### src/rtl/sat_correlator.sv
// rtl/sat_correlator.sv - Doppler-wiped, C/A-wiped I/Q integrate-and-dump correlator
module sat_correlator #(
    parameter int INT_LEN = 2046,
    parameter int ACC_W   = 36
) (
    input  logic                    clk,
    input  logic                    rst_n,
    input  logic                    enable,
    input  logic                    run,
    input  logic [31:0]             freq,
    input  logic [5:0]              ca_sel,
    input  logic [35:0]             ca_seq,
    input  logic                    epoch,
    input  logic signed [15:0]      real_in,
    input  logic signed [15:0]      imag_in,
    output logic signed [ACC_W-1:0] acc_i,
    output logic signed [ACC_W-1:0] acc_q,
    output logic                    dump_valid,
    input  logic                    dump_ready,
    output logic                    overrun,
    output logic [15:0]             dump_count
);
    localparam int CNT_W = (INT_LEN > 1) ? $clog2(INT_LEN) : 1;

    typedef enum logic [1:0] {IDLE, WAIT_EPOCH, INTEGRATE} state_t;
    state_t state, state_next;

    logic [31:0]      phase;
    logic [CNT_W-1:0] cnt;
    logic             take, advance, last, ca_bit;
    logic signed [2:0] cos_k, sin_k;

    always_ff @(posedge clk) begin
        if (!rst_n) state <= IDLE;
        else        state <= state_next;
    end

    always_comb begin
        state_next = state;
        take       = 1'b0;
        advance    = 1'b0;
        case (state)
            IDLE:       if (run) state_next = WAIT_EPOCH;
            WAIT_EPOCH: begin
                advance = enable;
                if (enable && epoch) begin
                    take       = 1'b1;
                    state_next = INTEGRATE;
                end
            end
            INTEGRATE: begin
                advance = enable;
                take    = enable;
            end
            default:    state_next = IDLE;
        endcase
        if (!run) begin
            state_next = IDLE;
            take       = 1'b0;
            advance    = 1'b0;
        end
    end

    assign last   = (cnt == CNT_W'(INT_LEN - 1));
    assign ca_bit = (ca_sel < 6'd36) ? ca_seq[ca_sel] : 1'b0;

    // Phase and sample count are held at zero in IDLE so WAIT_EPOCH always starts clean
    always_ff @(posedge clk) begin
        if (!rst_n || state == IDLE) begin
            phase <= '0;
            cnt   <= '0;
        end else begin
            if (advance) phase <= phase + freq;
            if (take)    cnt   <= last ? '0 : cnt + CNT_W'(1);
        end
    end

    always_comb begin
        cos_k = 3'sd0;
        sin_k = 3'sd0;
        case (phase[31:29])
            3'd0: begin cos_k =  3'sd3; sin_k =  3'sd1; end
            3'd1: begin cos_k =  3'sd1; sin_k =  3'sd3; end
            3'd2: begin cos_k = -3'sd1; sin_k =  3'sd3; end
            3'd3: begin cos_k = -3'sd3; sin_k =  3'sd1; end
            3'd4: begin cos_k = -3'sd3; sin_k = -3'sd1; end
            3'd5: begin cos_k = -3'sd1; sin_k = -3'sd3; end
            3'd6: begin cos_k =  3'sd1; sin_k = -3'sd3; end
            default: begin cos_k = 3'sd3; sin_k = -3'sd1; end
        endcase
    end

    logic signed [15:0] re0, im0;
    logic signed [2:0]  cos0, sin0;
    logic               neg0, v0, last0, v1, last1;
    logic signed [18:0] re_x, im_x, c_x, s_x, i_mix, q_mix, i1, q1;
    logic signed [ACC_W-1:0] accum_i, accum_q, sum_i, sum_q;

    always_ff @(posedge clk) begin
        re0  <= real_in;
        im0  <= imag_in;
        cos0 <= cos_k;
        sin0 <= sin_k;
        neg0 <= ca_bit;
        i1   <= neg0 ? -i_mix : i_mix;
        q1   <= neg0 ? -q_mix : q_mix;
        if (!rst_n || !run) begin
            v0    <= 1'b0;
            last0 <= 1'b0;
            v1    <= 1'b0;
            last1 <= 1'b0;
        end else begin
            v0    <= take;
            last0 <= last;
            v1    <= v0;
            last1 <= last0;
        end
    end

    // Conjugate LO mix; 19 bits holds the worst case 2*32768*3 with either sign
    always_comb begin
        re_x  = {{3{re0[15]}}, re0};
        im_x  = {{3{im0[15]}}, im0};
        c_x   = {{16{cos0[2]}}, cos0};
        s_x   = {{16{sin0[2]}}, sin0};
        i_mix = re_x * c_x + im_x * s_x;
        q_mix = im_x * c_x - re_x * s_x;
    end

    assign sum_i = accum_i + {{(ACC_W-19){i1[18]}}, i1};
    assign sum_q = accum_q + {{(ACC_W-19){q1[18]}}, q1};

    always_ff @(posedge clk) begin
        if (!rst_n) begin
            accum_i    <= '0;
            accum_q    <= '0;
            acc_i      <= '0;
            acc_q      <= '0;
            dump_valid <= 1'b0;
            overrun    <= 1'b0;
            dump_count <= '0;
        end else begin
            if (dump_valid && dump_ready) dump_valid <= 1'b0;
            if (!run) begin
                accum_i <= '0;
                accum_q <= '0;
                overrun <= 1'b0;
            end else if (v1) begin
                if (last1) begin
                    acc_i      <= sum_i;
                    acc_q      <= sum_q;
                    dump_valid <= 1'b1;
                    dump_count <= dump_count + 16'd1;
                    accum_i    <= '0;
                    accum_q    <= '0;
                    if (dump_valid && !dump_ready) overrun <= 1'b1;
                end else begin
                    accum_i <= sum_i;
                    accum_q <= sum_q;
                end
            end
        end
    end
endmodule

### config.mk
export PLATFORM = sky130hd
export DESIGN_NAME = sat_correlator
export DESIGN_NICKNAME = d
export VERILOG_FILES = /design/src/rtl/sat_correlator.sv
export SDC_FILE = /design/constraint.sdc
export NUM_CORES = 1
export LEC_CHECK = 0
export BUFFER_PORTS_ARGS = -buffer_cell sky130_fd_sc_hd__buf_2
export CAP_MARGIN = 20
export CORE_MARGIN = 5
export CORE_UTILIZATION = 30
export DETAILED_ROUTE_END_ITERATION = 16
export HOLD_SLACK_MARGIN = 0.02
export PLACE_DENSITY = 0.47
export SLEW_MARGIN = 20
export SYNTH_ARGS = -nofsm -noshare
export SYNTH_HDL_FRONTEND = slang
export SYNTH_SLANG_ARGS = --single-unit
### constraint.sdc
create_clock -name clk -period 8 [get_ports clk]
set_clock_uncertainty 0.15 [all_clocks]
set_input_delay 1.2 -clock clk [delete_from_list [all_inputs] [get_ports clk]]
set_output_delay 1.2 -clock clk [all_outputs]
set_load 0.01 [all_outputs]
After elaboration in Yosys (flattened, before gate mapping)
Cells that the tools add are included.

word-level totals
  flip-flop bits (word level) = 288
  bits of input ports = 112
  output and inout port bits = 90
  word-level logic and storage cells = 88

cells by class
  add/subtract/negate cells = 9
  multiply operators = 4
  $lt $le $gt $ge = 2
  equal/unequal tests = 10
  muxes and demuxes = 20
  bitwise logic cells = 1
  reduce and logical (&&, ||, !) cells = 21

operators with widths
  kind                   number
  $mul 16x3->19          4
  $add 36x36->36         2
  $mux 36                2
  $mux 19                2
  $neg 19->19            2
  $add 32x32->32         1
  $add 19x19->19         1
  $sub 19x19->19         1
  $pmux 3 s3             2
  $add 16x1->16 const B  1
  $reduce_or 2->1        7
  $add 11x1->11 const B  1
  $eq 11x11->1 const B   1
  $mux 11                1
  $eq 3x3->1 const B     3
  $mux 1                 9
  $lt 6x7->1 const B     1
  $bmux 1 s6             1
  $eq 3x2->1 const B     2
  $lt 6x6->1 const B     1
  $pmux 2 s3             1
  $reduce_and 3->1       2
  $reduce_and 2->1       2
  $eq 3x1->1 const B     1
  other kinds (11)       16

Longest topological paths before layout
Gate-level depths: netlist of the first run.

  depth after elaboration = 5
  depth in mapped cells = 22
  mapped depth without buffers = 21

Worst setup path before layout of the first run
OpenSTA, ideal clock, no wires.

  path kind = register to register
  start = register cos0[2]
  end = register q1[17]
  library setup time = 0.072 ns
  data arrival time = 5.497 ns
  data required time = 7.778 ns
  slack = 2.281 ns
  cell stages (with the launch flop) = 20
  buffers on the path = 2
  clock period less this slack = 5.719 ns
  cell sequence = dfxtp_1 -> inv_1 -> clkbuf_1 -> nor2_1 -> fa_1 -> fa_1 -> fa_1 -> inv_1 -> fa_1 -> inv_1 -> ha_1 -> clkbuf_1 -> xor2_1 -> or4_4 -> a21oi_4 -> o2111ai_2 -> or3_4 -> or4_4 -> o41ai_2 -> xnor2_1

between the ends
  word-level cells in the longest chain between the ends = 4

RTL lines
  item                    RTL line  source
  from (decl)             94        logic signed [2:0] cos0, sin0;
  from (signal assigned)  102       cos0 <= cos_k;
  $mul 16x3->19 *         127       q_mix = im_x * c_x - re_x * s_x;
  $sub 19x19->19 *        127
  $neg 19->19             106       q1 <= neg0 ? -q_mix : q_mix;
  $mux 19 *               106
  to (signal assigned)    106
  to (decl)               96        logic signed [18:0] re_x, im_x, c_x, s_x, i_mix, q_mix, i1, q1;

Mark *: on every way between the ends. The rest lies on a longest branch, timed or not.
A chain may end at the register's enable or synchronous reset.

Worst setup path in the final report of the first run
Ends and elaborated chain as after synthesis.

==> results of run 1 <==
[cells in the mapped netlist (all sizes together) (6+ instances only)]
master	count
or2	9
a22oi	24
xnor2	111
a21o	35
a21boi	7
buf	6
o211ai	19
dfxtp	286
nor3	25
nand3	59
inv	244
o21a	14
a31o	6
mux4	11
mux2i	7
or4	7
a22o	21
fa	133
a31oi	13
nand4	21
nor4	8
o22ai	8
ha	205
a21oi	218
nand2	257
and2	64
nor2b	50
or3	25
clkbuf	87
xor2	60
a211oi	30
nand2b	25
o31ai	15
o21ai	121
nand3b	7
nor2	188
o21bai	24
and3	27
[path summary, 6_finish.rpt]
path	from	endpoint	slack [ns]	cells past startpoint
min reg2reg	acc_q[31]	acc_q[31]	0.30	2
min	acc_q[31]	acc_q[31]	0.30	2
max	cos0[2]	q1[17]	1.57	19
max reg2reg	cos0[2]	q1[17]	1.57	19
[tightest hold or removal path, delay by kind of cell (launching register included)]
| kind | cells | cell delay [ns] |
|---|---|---|
| flops | 1 | 0.30 |
| simple gates | 1 | 0.05 |
| compound gates | 1 | 0.05 |
[power breakdown]
group / switching, W / internal (W)
sequential: 0.000110 / 0.00155
combinational: 0.00138 / 0.000935
clock: 0.000716 / 0.00110
total: 0.00221 / 0.00358
[metal layers]
layer / track usage / part of all wire
met5: 0 / 0
met3: 0.0233 / 0.044
met2: 0.255 / 0.47
met1: 0.194 / 0.46
met4: 0.0413 / 0.024
[cell families (layout without fill, tap and decap cells)]
group / Yosys count / count (layout)
flops: 286 / 286
simple gates: 786 / 786
buf+inv: 339 / 536
other cells: 1 / 1
xor+xnor: 171 / 171
mux: 18 / 18
fa+ha+maj: 338 / 338
compound gates: 616 / 616
[layout make-up]
| cell class | count | area share |
|---|---|---|
| clock buffers | 55 | 0.0453 |
| repair buffers | 218 | 0.0452 |
| multi-input cells | 1930 | 0.588 |
| well taps | 950 | 0.0474 |
| inverters | 246 | 0.0369 |
| clock inverters | 17 | 0.00848 |
| flip-flops and latches | 286 | 0.228 |
[metrics by stage]
step | instance area [µm²] | std cells | utilization | total power, W | hold WS [ns]
global route | 25100 | 3702 | 0.350 | 0.00625 | 0.318
CTS | 25100 | 3702 | 0.350 | 0.00589 | 0.302
floorplan | 21700 | 2555 | - | 0.00343 | 0.279
global placement | 23700 | 3630 | 0.331 | 0.00397 | 0.289
detailed placement | 23700 | 3630 | 0.331 | 0.00400 | 0.294
finish | 25100 | 3702 | 0.350 | 0.00579 | 0.298
[sequential cells by signal, indices dropped and copies added, names as in the netlist, 2 cells and up]
name / count
acc_i: 36
accum_i: 36
dump_count: 16
cos0: 2
re0: 16
i1: 19
phase: 32
cnt: 11
accum_q: 36
state: 2
im0: 16
acc_q: 36
sin0: 2
q1: 19
==> reports/results.ini, run 1 <==
[cts]
cts_max_path_buffers=3
cts_hold_buf=0
numCtsBuffers=39
cts_num_sinks=286
cts.htree.levels=2
ctsResizeCount=0
clock_latency_ns=0.57
cts_tree=done
cts_setup_buffers=0
cts_root_buffer=clkbuf_16
cts.clk_slew.worst_paths_ns=0.06

[outcome]
run_status=finished clean

[logic_synthesis]
synth_edf_count=0
ys_ff_latch=286
syn-instance-count=2555
synthXorXnorAreaFrac=0.0689
muxShareOfSynthArea=0.0146
synth-compound-area-share=0.181
async_flop_share=0
synthAdderAreaFrac=0.241
syn-num-nets=3005
synth_top_family_by_area=adder cells
avgSynthCellArea_um2=8.51
ys_seq_area_frac=0.263
synth-simple-area-share=0.173
netlist_area_mm2=0.0217
synthFlopType=dfxtp_1
yosys_warnings=0
synth_cell_types=82
synth_top_area_cell=dfxtp_1
netlist_top_cells_area=dfxtp_1 (26%), fa_1 (12%), ha_1 (12%)
synth.top_cell.area_share=0.263

[floorplanning]
rows=98
io_pins=202
die-area_mm2=0.0779
initial_utilization=0.303
die_w_um=279
fp.dieH_um=279
fp.coreArea_mm2=0.0717

[critical_path]
max_stage_delay_ns=0.60
cp.required_ns=8.34
cp_num_buf_inv=4
cpMostUsedCell=fa_1
cp.arrival_ns=6.78
end_kind=register
path_max_fanout=21
crit_type=reg -> reg
critical-path-top-delay-family=adder cells
cp_cell_sequence=buf_4 -> inv_1 -> nor2_1 -> fa_1 -> fa_1 -> fa_1 -> inv_1 -> fa_1 -> inv_1 -> ha_1 -> o21ai_1 -> nor2_1 -> a2111oi_1 -> o31ai_1 -> a21oi_1 -> xnor2_1 -> or4_4 -> o41ai_2 -> xnor2_1
cp_slowest_cell=inv_1
start_kind=register

[sta]
slew_viol_final=0
worst_pin_slew_ns=1.12
final.setup.worst_slack_ns=1.57
fin_crit_sh=0.804
grt_setup_unrepaired=no
hold_violations=0
fmax_mhz=155
period_needed_ns=6.43
setup_viol=0
maxSlewHeadroom=0.253
fin_tns_setup_ns=0

[pwr]
powerDensity_mw_per_mm2=231
p_leak_nw=11.0
ir_drop_uv=123

[global_routing]
grt_pass1_vias=18500
grt_usage=0.148
grt_pass1_wl_mm=96.8
antenna_found_initial=0
grt_max_degree=82
overflow=0

[min_path]
holdCritPathClass=reg -> reg

[finish]
ff_latch_area_mm2=0.00573
final_common_cell=dfxtp_1
n_antenna_cell=0
final_cell_mix=dfxtp_1 (286), nand2_1 (257), inv_1 (244), a21oi_1 (217), ha_1 (205)
nFillCells=7483
multi_input_comb_area_mm2=0.0148
drive_gt1_frac=0.119
nets=3171
syn2layout_area_growth_pct=15.4

[routing]
vias=18300
viasPerCell=4.94
drt-initial-drc-count=900
routed_wl_mm=59.0
drc_errors=0
firstDrtPassIters=5
wl_per_cell_um=15.9
final_antenna_net_count=0

[job]
max-cap-violations=0

[place]
routabilityCongestion=0.862
place_ws_ns=1.62
dpl.hpwl_mm=44.8
portBuffers=201

(Power assumes the default switching activity.)
==> run 2, diff against run 1 <==
==> constraint.sdc (replaced) <==
create_clock -name clk -period 6 [get_ports clk]
set_clock_uncertainty 0.15 [all_clocks]
set_input_delay 0.9 -clock clk [delete_from_list [all_inputs] [get_ports clk]]
set_output_delay 0.9 -clock clk [all_outputs]
set_load 0.01 [all_outputs]
==> reports/results.ini, run 2 (synthesized netlist as in run 1, its figures left out) <==
[finish]
nets=3178  ; was 3171
final_common_cell=dfxtp_1  ; unchanged
final_cell_mix=dfxtp_1 (282), nand2_1 (257), inv_1 (244), a21oi_1 (216), ha_1 (205)  ; was dfxtp_1 (286), nand2_1 (257), inv_1 (244), a21oi_1 (217), ha_1 (205)
syn2layout_area_growth_pct=15.2  ; was 15.4%
stdcell_area_mm2=0.0250  ; was 0.0251 mm²
drive_gt1_frac=0.121  ; was 0.119

[sta]
hold_violations=0  ; unchanged
setup_viol=0  ; unchanged
worst_pin_slew_ns=1.04  ; was 1.12 ns
grt_setup_unrepaired=no  ; unchanged
period_needed_ns=5.72  ; was 6.43 ns
fmax_mhz=175  ; was 155 MHz
fin_hold_ws_ns=0.291  ; was 0.298 ns
fin_tns_setup_ns=0  ; unchanged
fin_crit_sh=0.953  ; was 0.804
maxSlewHeadroom=0.307  ; was 0.253
slew_viol_final=0  ; unchanged

[job]
max-cap-violations=0  ; unchanged

[routing]
wl_per_cell_um=16.3  ; was 15.9 µm
routed_wl_mm=60.4  ; was 59.0 mm
final_antenna_net_count=0  ; unchanged
drt-initial-drc-count=779  ; was 900
firstDrtPassIters=5  ; unchanged
vias=18100  ; was 18300
drc_errors=0  ; unchanged
viasPerCell=4.88  ; was 4.94

[global_routing]
grt_max_degree=82  ; unchanged
grt_pass1_vias=18700  ; was 18500
overflow=0  ; unchanged
antenna_found_initial=0  ; unchanged
grt_usage=0.151  ; was 0.148
grt_pass1_wl_mm=98.3  ; was 96.8 mm

[outcome]
run_status=finished clean  ; unchanged

[cts]
clock_latency_ns=0.57  ; about the same
cts.clk_slew.worst_paths_ns=0.06  ; about the same
numCtsBuffers=38  ; was 39
cts_root_buffer=clkbuf_16  ; unchanged
cts_tree=done  ; unchanged
cts_hold_buf=0  ; unchanged
cts_setup_buffers=0  ; unchanged
cts_max_path_buffers=3  ; unchanged
ctsResizeCount=0  ; unchanged
cts.htree.levels=2  ; unchanged
cts_num_sinks=286  ; unchanged

[pwr]
pwr-share-seq=0.290  ; was 0.287
switching_share=0.387  ; was 0.381
powerDensity_mw_per_mm2=304  ; was 231 mW/mm²
p_comb_frac=0.413  ; was 0.400
p_int_w=0.00467  ; was 0.00358 W
p_leak_nw=11.0  ; about the same
ir_drop_uv=149  ; was 123 µV
p_switching_w=0.00294  ; was 0.00221 W
clkPwrFrac=0.297  ; was 0.313

[place]
routabilityCongestion=0.837  ; was 0.862
dpl_cell_area_mm2=0.0238  ; was 0.0237 mm²
dpl.hpwl_mm=46.1  ; was 44.8 mm
portBuffers=201  ; unchanged

[floorplanning]
rows=98  ; unchanged
fp.coreArea_mm2=0.0717  ; unchanged
fp.dieH_um=279  ; unchanged
initial_utilization=0.303  ; unchanged
die-area_mm2=0.0779  ; unchanged
io_pins=202  ; unchanged
die_w_um=279  ; unchanged

[critical_path]
crit_type=reg -> reg  ; unchanged
start_kind=register  ; unchanged
cp.arrival_ns=6.05  ; was 6.78 ns
path_max_fanout=7  ; was 21
end_kind=register  ; unchanged
cp.required_ns=6.33  ; was 8.34 ns

[min_path]
holdCritPathClass=in -> reg  ; was reg -> reg

-- run 2: final cells by class --
type | count | area, µm²
fill | 7453 | 46700
multi-input combinational | 1930 | 14800
sequential | 286 | 5730
timing repair buffer | 226 | 1200
tap | 950 | 1190
clock buffer | 52 | 1060
inverter | 246 | 923
clock inverter | 16 | 163
antenna | 1 | 2.50
-- run 2: worst max-delay path: stages (launching register included) --
cell and delay [ns]:
dfxtp_1 0.49, and2_1 0.19, fa_1 0.42, fa_1 0.47
fa_1 0.54, inv_1 0.06, fa_1 0.53, inv_1 0.04
ha_1 0.41, xor2_1 0.21, or4_4 0.45, a21oi_4 0.17
o2111ai_2 0.14, or3_4 0.40, or4_4 0.44, o41ai_2 0.36
xnor2_1 0.16
-- run 2: path summary, 6_finish.rpt --
kind	from	endpoint	slack [ns]	depth (start not counted)
worst max-delay path	im0[5]	q1[17]	0.28	16
worst min-delay path	imag_in[10]	im0[10]	0.29	1
worst max register to register	im0[5]	q1[17]	0.28	16
worst min register to register	acc_q[21]	acc_q[21]	0.30	2
-- run 2: power by group through the flow --
stage,Sequential [W],Combinational [W],Clock [W]
floorplan,0.00219,0.00238,0
global placement,0.00225,0.00310,0
detailed placement,0.00225,0.00313,0
CTS,0.00221,0.00315,0.00237
global route,0.00222,0.00355,0.00243
finish,0.00221,0.00314,0.00226
-- run 2: through the flow --
| stage | utilization | instances | total power (W) | setup slack (ns) |
|---|---|---|---|---|
| final | 0.349 | 3707 | 0.00761 | 0.282 |
| after global routing | 0.349 | 3706 | 0.00821 | 0.00664 |
| after CTS | 0.349 | 3706 | 0.00772 | 0.195 |
| after detailed placement | 0.332 | 3638 | 0.00538 | 0.204 |
| after global placement | 0.332 | 3638 | 0.00535 | 0.251 |
| after floorplan | - | 2555 | 0.00457 | 0.281 |
-- run 2: layer usage --
metal / GRT usage / share of wire / wire length, µm
met1: 0.196 / 0.47 / 28100
met2: 0.267 / 0.48 / 28800
met3: 0.0253 / 0.042 / 2560
met4: 0.0283 / 0.015 / 883
met5: 0 / 0 / 0
